===== src/rtl/bcd_pkg.sv =====
// Shared definitions for the sequential BCD-to-binary converter.
//   bcd_state_e     : converter FSM states (IDLE, CONV, DONE)
//   BCD_DIGIT_MAX   : largest legal BCD digit value
//   bcd_bin_width() : minimum binary width that can hold 10**n - 1
package bcd_pkg;

  typedef enum logic [1:0] {
    IDLE = 2'd0,
    CONV = 2'd1,
    DONE = 2'd2
  } bcd_state_e;

  localparam logic [3:0] BCD_DIGIT_MAX = 4'd9;

  // Smallest w with 2**w > 10**n - 1. Only evaluated at elaboration.
  function automatic int bcd_bin_width(input int n);
    longint unsigned max_val;
    int w;
    max_val = 64'd1;
    for (int i = 0; i < n; i++) begin
      max_val = max_val * 64'd10;
    end
    max_val = max_val - 64'd1;
    w = 1;
    while ((64'd1 << w) <= max_val) begin
      w++;
    end
    return w;
  endfunction

endpackage


===== src/rtl/bcd_mac10.sv =====
// Combinational multiply-by-ten-and-add step: o_result = i_acc*10 + i_digit.
// The multiply is built from two shifts so no multiplier is inferred.
// Ports:
//   i_acc    in  W  running accumulator
//   i_digit  in  4  digit to append (assumed already range-checked)
//   o_result out W  i_acc*10 + i_digit, truncated to W bits
module bcd_mac10 #(
  parameter int W = 14
) (
  input  logic [W-1:0] i_acc,
  input  logic [3:0]   i_digit,
  output logic [W-1:0] o_result
);

  logic [W-1:0] w_digit_ext;

  assign w_digit_ext = W'(i_digit);
  assign o_result    = (i_acc << 3) + (i_acc << 1) + w_digit_ext;

endmodule


===== src/rtl/bcd_to_binary_seq.sv =====
// Sequential packed-BCD to binary converter, one digit per clock, MS digit first.
// Build option: define BCD2BIN_SIGNED_EN to add the bcd_sign input and make
// bin_out a BIN_W+1 bit two's complement value.
// Handshake: a transfer happens on a rising clk edge where valid and ready are
// both high; the producer holds valid/data until then, ready never depends on
// valid in the same cycle.
// Ports:
//   clk, reset_n  clock (rising edge), asynchronous active-low reset
//   in_valid      bcd_in (and bcd_sign) valid
//   in_ready      converter idle, accepts input
//   bcd_in        packed BCD, digit N_DIGITS-1 in the MS nibble
//   bcd_sign      (signed build only) 1 = negative
//   out_valid     result valid, held until out_ready
//   out_ready     downstream accepts result
//   bin_out       result (BIN_W bits unsigned, or BIN_W+1 bits signed)
//   bcd_err       qualified by out_valid: an input digit was > 9
//   dbg_state     current FSM state (bcd_state_e encoding)
module bcd_to_binary_seq
  import bcd_pkg::*;
#(
  parameter int N_DIGITS = 4,
  parameter int BIN_W    = 14
) (
  input  logic                  clk,
  input  logic                  reset_n,
  input  logic                  in_valid,
  output logic                  in_ready,
  input  logic [4*N_DIGITS-1:0] bcd_in,
`ifdef BCD2BIN_SIGNED_EN
  input  logic                  bcd_sign,
  output logic [BIN_W:0]        bin_out,
`else
  output logic [BIN_W-1:0]      bin_out,
`endif
  output logic                  out_valid,
  input  logic                  out_ready,
  output logic                  bcd_err,
  output logic [1:0]            dbg_state
);

`ifdef BCD2BIN_SIGNED_EN
  localparam int OUT_W = BIN_W + 1;
`else
  localparam int OUT_W = BIN_W;
`endif
  localparam int CNT_W = (N_DIGITS > 1) ? $clog2(N_DIGITS) : 1;

  if (N_DIGITS < 1) begin : g_ndigits_chk
    $error("bcd_to_binary_seq: N_DIGITS must be >= 1");
  end
  if (BIN_W < bcd_bin_width(N_DIGITS)) begin : g_width_chk
    $error("bcd_to_binary_seq: BIN_W too small for N_DIGITS");
  end

  bcd_state_e            r_state;
  logic [CNT_W-1:0]      r_cnt;
  logic [BIN_W-1:0]      r_acc;
  logic [4*N_DIGITS-1:0] r_bcd;
  logic                  r_sign;
  logic                  r_in_ready;
  logic                  r_out_valid;
  logic [OUT_W-1:0]      r_bin;
  logic                  r_err;

  logic [4*N_DIGITS-1:0] w_bcd_shift;
  logic [3:0]            w_digit;
  logic [BIN_W-1:0]      w_mac;
  logic [OUT_W-1:0]      w_result;
  logic                  w_sign_in;

  // Current digit is selected by shifting the latched word down by 4*cnt.
  assign w_bcd_shift = r_bcd >> {r_cnt, 2'b00};
  assign w_digit     = w_bcd_shift[3:0];

  bcd_mac10 #(.W(BIN_W)) u_mac10 (
    .i_acc    (r_acc),
    .i_digit  (w_digit),
    .o_result (w_mac)
  );

`ifdef BCD2BIN_SIGNED_EN
  logic [OUT_W-1:0] w_mag;
  assign w_sign_in = bcd_sign;
  assign w_mag     = {1'b0, w_mac};
  // Negating zero gives zero, so "-0" needs no special case.
  assign w_result  = r_sign ? -w_mag : w_mag;
`else
  assign w_sign_in = 1'b0;
  assign w_result  = w_mac;
`endif

  always_ff @(posedge clk or negedge reset_n) begin
    if (!reset_n) begin
      r_state     <= IDLE;
      r_cnt       <= '0;
      r_acc       <= '0;
      r_bcd       <= '0;
      r_sign      <= 1'b0;
      r_in_ready  <= 1'b1;
      r_out_valid <= 1'b0;
      r_bin       <= '0;
      r_err       <= 1'b0;
    end else begin
      case (r_state)
        IDLE: begin
          if (in_valid && r_in_ready) begin
            r_bcd      <= bcd_in;
            r_sign     <= w_sign_in;
            r_acc      <= '0;
            r_cnt      <= CNT_W'(N_DIGITS - 1);
            r_in_ready <= 1'b0;
            r_state    <= CONV;
          end
        end
        CONV: begin
          if (w_digit > BCD_DIGIT_MAX) begin
            // Invalid digit: abort, remaining digits are not examined.
            r_err       <= 1'b1;
            r_bin       <= '0;
            r_out_valid <= 1'b1;
            r_state     <= DONE;
          end else begin
            r_acc <= w_mac;
            if (r_cnt == '0) begin
              r_err       <= 1'b0;
              r_bin       <= w_result;
              r_out_valid <= 1'b1;
              r_state     <= DONE;
            end else begin
              r_cnt <= r_cnt - CNT_W'(1);
            end
          end
        end
        DONE: begin
          // in_ready rises only after the output handshake edge, so an accept
          // can never share a cycle with a result transfer.
          if (out_ready) begin
            r_out_valid <= 1'b0;
            r_in_ready  <= 1'b1;
            r_state     <= IDLE;
          end
        end
        default: begin
          r_out_valid <= 1'b0;
          r_in_ready  <= 1'b1;
          r_state     <= IDLE;
        end
      endcase
    end
  end

  assign in_ready  = r_in_ready;
  assign out_valid = r_out_valid;
  assign bin_out   = r_bin;
  assign bcd_err   = r_err;
  assign dbg_state = r_state;

  logic w_unused;
  assign w_unused = r_sign;

endmodule

===== config.mk =====
export PLATFORM = sky130hd
export DESIGN_NAME = bcd_to_binary_seq
export DESIGN_NICKNAME = d
export VERILOG_FILES = /design/src/rtl/bcd_pkg.sv /design/src/rtl/bcd_mac10.sv /design/src/rtl/bcd_to_binary_seq.sv
export SDC_FILE = /design/constraint.sdc
export NUM_CORES = 1
export LEC_CHECK = 0
export ABC_CLOCK_PERIOD_IN_PS = 3800
export BUFFER_PORTS_ARGS = -buffer_cell sky130_fd_sc_hd__clkbuf_2
export CORE_MARGIN = 10
export CORE_UTILIZATION = 55
export DETAILED_ROUTE_END_ITERATION = 6
export MAX_ROUTING_LAYER = met4
export PLACE_DENSITY = 0.77
export SLEW_MARGIN = 0
export SYNTH_ARGS = -nofsm -noshare
export SYNTH_HDL_FRONTEND = slang
export SYNTH_SLANG_ARGS = --single-unit

===== constraint.sdc =====
create_clock -name clk -period 3.8 [get_ports clk]
set_input_delay 0.76 -clock clk [delete_from_list [all_inputs] [get_ports clk]]
set_output_delay 0.76 -clock clk [all_outputs]
set_load 0.05 [all_outputs]

== Yosys cells after proc, flatten, opt, wreduce, memory -nomap -nowiden ==
Cells that the tools add are included.
Widths: inputs -> output; s select.

* Register bits: 50
* Output and inout port bits: 19

* Add/sub/neg operators: 3
* $lt $le $gt $ge: 1
* Equal/unequal tests: 7
* Shift-type cells: 1
* Multiplexer cells: 23
* Bitwise logic cells: 2
* Reductions and logical operators: 12

{| class="wikitable"
|+ Operator list
! kind !! count
|-
| $mux 14 || 2
|-
| $mux 13 || 2
|-
| $pmux 13 s2 || 1
|-
| $shr 16x4->4 || 1
|-
| $add 14x14->14 || 1
|-
| $add 14x4->14 || 1
|-
| $mux 2 || 7
|-
| $reduce_and 3->1 || 4
|-
| $ne 2x2->1 const B || 4
|-
| $mux 1 || 7
|-
| $pmux 1 s3 || 2
|-
| $pmux 2 s3 || 1
|-
| $gt 4x4->1 const B || 1
|-
| $logic_not 2->1 || 2
|-
| $pmux 2 s2 || 1
|-
| $reduce_and 2->1 || 2
|-
| $reduce_and 4->1 || 1
|-
| $reduce_bool 2->1 || 2
|-
| $ne 3x3->1 const B || 1
|-
| $eq 2x1->1 const B || 1
|-
| $eq 2x2->1 const B || 1
|-
| $not 1->1 || 2
|-
| $sub 2x1->2 const B || 1
|-
| $logic_and 1x1->1 || 1
|}

== Logic depth before layout (Yosys ltp) ==
* Word-level depth: 4
* Mapped depth: 11
* Mapped depth without buffers: 10

== Hierarchy ==
A second synthesis with hierarchy kept.

* Cell total of the unflattened synthesis: 258
* Area total of the unflattened synthesis: 2925.3 um2

{| class="wikitable"
|+ By module, submodules not included
! module !! instances !! cells each !! area an instance (um2)
|-
| bcd_to_binary_seq || 1 || 183 || 2269.7
|-
| bcd_mac10 || 1 || 75 || 655.6
|}

== Worst setup path after synthesis ==
No wires, ideal clock.

* Kind: reg2reg
* From: register r_cnt[0]
* To: register r_bin[13] (netlist: bin_out[13])
* Setup time: 122 ps
* Data arrival time: 2891 ps
* Required time: 3678 ps
* Slack: 787 ps
* Stages on the path, launching flop included: 12
* Clock period less this slack: 3013 ps
* Cell sequence: dfrtp_1 > buf_6 > mux4_2 > inv_1 > fa_1 > inv_1 > ha_1 > a21o_1 > nand4_1 > a21oi_1 > or4_1 > a32o_1

* Cells in the longest elaborated chain, start to end: 4
* Elaborated cells on any way between the ends: 8

{| class="wikitable"
|+ RTL lines
! element !! line !! text
|-
| start, declared || bcd_to_binary_seq.sv:56 || <nowiki>logic [CNT_W-1:0] r_cnt;</nowiki>
|-
| start signal, assigned || bcd_to_binary_seq.sv:110 || <nowiki>r_cnt <= CNT_W'(N_DIGITS - 1);</nowiki>
|-
| start signal, assigned || bcd_to_binary_seq.sv:130 || <nowiki>r_cnt <= r_cnt - CNT_W'(1);</nowiki>
|-
| $shr 16x4->4 || bcd_to_binary_seq.sv:72 || <nowiki>assign w_bcd_shift = r_bcd >> {r_cnt, 2'b00};</nowiki>
|-
| $add 14x4->14 or $gt 4x4->1 (tied branches) || bcd_mac10.sv:18, bcd_to_binary_seq.sv:116 ||
|-
| $mux 14 or $reduce_bool 2->1 (tied branches) || -- ||
|-
| $mux 14 or $reduce_and 2->1 (tied branches) || -- ||
|-
| end signal, assigned || bcd_to_binary_seq.sv:126 || <nowiki>r_bin <= w_result;</nowiki>
|-
| end, declared || bcd_to_binary_seq.sv:62 || <nowiki>logic [OUT_W-1:0] r_bin;</nowiki>
|}

Parallel ways exist; a longest one is shown, timed or not. The select of a mux whose other input is x is not followed.
A chain may end at the register's enable or synchronous reset.

== Final worst setup path ==
* From: register r_cnt[0]
* To: register r_acc[10]

* Cells in the longest elaborated chain, start to end: 4
* Elaborated cells on any way between the ends: 7

{| class="wikitable"
|+ RTL lines
! element !! line !! text
|-
| $shr 16x4->4 * || bcd_to_binary_seq.sv:72 ||
|-
| $add 14x4->14 or $gt 4x4->1 (tied branches) || bcd_mac10.sv:18, bcd_to_binary_seq.sv:116 ||
|-
| $mux 13 or $ne 2x2->1 (tied branches) || -- ||
|-
| $pmux 13 s2 or $reduce_and 3->1 (tied branches) || -- ||
|-
| end signal, assigned || bcd_to_binary_seq.sv:123 || <nowiki>r_acc <= w_mac;</nowiki>
|-
| end, declared || bcd_to_binary_seq.sv:57 || <nowiki>logic [BIN_W-1:0] r_acc;</nowiki>
|}

Mark *: on every way between the ends. The rest lies on a longest branch, timed or not. The select of a mux whose other input is x is not followed.

==> flow_metrics.tcl <==
set metrics [dict create \
    period_share 0.8918 \
    via_per_inst 5.553 \
    critPathArrivalTime_ns 3.59 \
    drv_cap 0 \
    postSynth.asyncResetShare 1.000 \
    crit_fanout 7 \
    syn_inst 292 \
    met2_wirelength_um 2996 \
    clk_pin_slew_ns 0.09 \
    setup-tns-final_ns 0 \
    rows 26 \
    power.leakage_nw 1.615 \
    grt_pass1_vias 2353 \
    cts_buffer_depth 2 \
    ant_nets 0 \
    cp-startpoint "r_cnt[0]$_DFFE_PN0P_" \
    path_class "reg2reg" \
    cts_buffers 5 \
    synth_seq_area_share 0.4404 \
    clock_sinks 50 \
    dr_wl_met3_um 220 \
    finalNetCount 374 \
    numPortBuffers 38 \
    yosys.area_share.simple 0.1782 \
    synthFlopType "dfrtp_1" \
    worstPathRequired_ns 4.00 \
    drt_wl_total_um 6217 \
    synth_xor_area_frac 0.01540 \
    area_growth_pct 11.22 \
    fin_worst_skew_ns 0.006948 \
    cts_tree "done" \
    drive_above_1_share 0.1909 \
    pwr-share-seq 0.374 \
    outcome "complete, no violations" \
    die_area_um2 8447 \
    gp_congestion 0.8930 \
    drc 0 \
    slew_violations 0 \
    htree_levels 2 \
    synth_top_family_by_area "simple AND/OR/NAND/NOR gates" \
    routedWlPerCell_um 15.54 \
    reg2reg_to "r_acc[10]$_DFFE_PN0P_" \
    grt_max_degree 31 \
    coreArea_um2 5075 \
    reg2regPathDepth 9 \
    irDropWorstVdd_v 0.0004204 \
    routedLengthMet1_um 2930 \
    critical_path.startpoint_type "register" \
    grt_pass1_wl_um 11140 \
    rsz0062_at_grt "false" \
    layout_min_cycle_time_ns 3.389 \
    p_switching_mw 1.065 \
    min_path_type "in2async" \
    syn_nets 337 \
    p_int_mw 1.238 \
    tightest_slew_ns 0.8386 \
    cts_setup_buffers 0 \
    setup_viol 0 \
    switching_share 0.4625 \
    root_buffer "clkbuf_8" \
    synth.avg_cell_area_um2 9.740 \
    fmax_ghz 0.2951 \
    clk_latency_ns 0.30 \
    synth_compound_area_frac 0.1698 \
    p_comb_frac 0.492 \
    highest_layer "met4" \
    reg2reg_from "r_cnt[0]$_DFFE_PN0P_" \
    dp_hpwl_um 4773 \
    synthDistinctLibCells 52 \
    ys_seq_elements 50 \
    gr-total-overflow 0 \
    ctsHoldBuffers 0 \
    max_slew_margin 0.4398 \
    io_pins 39 \
    die_w_um 91.91 \
    muxShareOfSynthArea 0.04223 \
    hold_viol 0 \
    drt_iter0_markers 125 \
    synth_edf_count 0 \
    ctsResizeCount 0 \
    worstSetupEndpointType "register" \
    synthAdderAreaFrac 0.1153 \
    ys_warn_count 0 \
    rrSetupSlack_ns 0.41 \
    antenna_found_initial 0 \
    num_antenna_cells 0 \
    initial_utilization 0.5604 \
    fin_util 0.6233 \
    powerDensity_nw_per_um2 728.3 \
    vias 2221 \
    die_y_um 91.91 \
    first_pass_iters 4 \
    track_usage 0.1620 \
    syn_area_um2 2844 \
    clockPowerShare 0.133 \
]
## power groups by stage
stage	sequential, mW	combinational, mW	clock (mW)
after floorplan	1.04	0.733	0
after global placement	0.867	1.11	0
after detailed placement	0.872	1.14	0
after CTS	0.864	1.15	0.310
after global routing	0.892	1.28	0.334
final	0.862	1.13	0.307
## cell usage in the layout, fill, tap and decap left out, types with 4 or more instances in the layout
cell type  netlist  layout
ha_1            23      23
o31ai_1          9       9
clkbuf_2         0      38
nor2_1           5       5
xnor2_1          4       4
dfrtp_1         49      49
o21ai_0         21      21
a21oi_1         10      10
inv_1           14      14
mux4_2           4       4
a22o_1           4       4
clkbuf_8         0       5
nand2_1         80      80
nand3_1          9       9
## area by class of cell
class / instances / area, um^2
clock buffers: 7 / 76.32
clock inverters: 1 / 7.507
fillers: 463 / 1912
inverters: 14 / 52.55
multi-input cells: 218 / 1481
flip-flops and latches: 50 / 1252
well taps: 70 / 87.58
repair buffers: 40 / 205.2
## sequential cells by signal, summed over array words and instances, names as in the netlist
register   flops
bin_out       14
r_bcd         16
in_ready       1
out_valid      1
r_cnt          2
r_acc         13
dbg_state      2
bcd_err        1
## how the worst max path moves through the flow
stage | to | slack [ns] | cells past startpoint
5_1_grt | r_acc[10]$_DFFE_PN0P_ | 0.19 | 9
3_3_place_gp | bin_out[10]$_DFFE_PN0P_ | 0.57 | 9
6_report | r_acc[10]$_DFFE_PN0P_ | 0.41 | 9
4_1_cts | r_acc[10]$_DFFE_PN0P_ | 0.43 | 9
2_1_floorplan | bin_out[13]$_DFFE_PN0P_ | 0.79 | 11
3_5_place_dp | r_acc[10]$_DFFE_PN0P_ | 0.46 | 9
## routing by layer
layer / global-route usage / vias up
met5: - / -
met4: 0.03599 / 0
met3: 0.03260 / 8
met2: 0.2594 / 48
met1: 0.2074 / 1070
li1: - / 1095
## logic make-up (layout without fill, tap and decap cells)
| kind of cell | after synthesis | in the layout |
|---|---|---|
| compound gates | 67 | 67 |
| xor+xnor | 5 | 5 |
| fa+ha+maj | 25 | 25 |
| buf+inv | 24 | 62 |
| flops | 50 | 50 |
| mux | 7 | 7 |
| simple gates | 114 | 114 |
## synth_stat cells, types with 2 or more instances
| master | instances | share of area |
|---|---|---|
| o211ai_1 | 3 | 0.0079 |
| buf_6 | 2 | 0.0079 |
| a211oi_1 | 2 | 0.0053 |
| a21o_1 | 2 | 0.0053 |
| a21oi_1 | 10 | 0.018 |
| fa_1 | 2 | 0.014 |
| ha_1 | 23 | 0.10 |
| o31ai_1 | 9 | 0.024 |
| nor2_1 | 5 | 0.0066 |
| inv_1 | 14 | 0.018 |
| mux4_2 | 4 | 0.032 |
| nand2_1 | 80 | 0.11 |
| nand4_1 | 2 | 0.0044 |
| dfrtp_1 | 49 | 0.43 |
| a22o_1 | 4 | 0.012 |
| clkbuf_1 | 6 | 0.0079 |
| mux2i_1 | 3 | 0.011 |
| nor2b_1 | 2 | 0.0044 |
| xnor2_1 | 4 | 0.012 |
| nand2b_1 | 3 | 0.0066 |
| nor3_1 | 2 | 0.0035 |
| o21ai_0 | 21 | 0.037 |
| o21a_1 | 2 | 0.0053 |
| and4_1 | 2 | 0.0062 |
| nand3_1 | 9 | 0.016 |
## through the flow
stage	std cells	power (mW)	hold slack (ns)	worst slack, ns	cell area [um^2]
global placement	392	1.975	0.4565	0.5658	3079
detailed placement	392	2.013	0.4613	0.4589	3079
CTS	400	2.321	0.4376	0.4251	3163
global route	400	2.508	0.4561	0.1929	3163
finish	400	2.304	0.4217	0.4110	3163
floorplan	292	1.768	0.4403	0.7872	2844
## critical path, cell delays in order, from the launching register on
cell and delay (ns):
dfrtp_1 0.52, mux4_2 0.60, inv_1 0.09, fa_1 0.45, fa_1 0.47, nor2b_1 0.17
o211ai_1 0.10, a21oi_1 0.41, mux2i_1 0.17, o31ai_1 0.29
No activity file was read; power rests on OpenSTA's default activity.
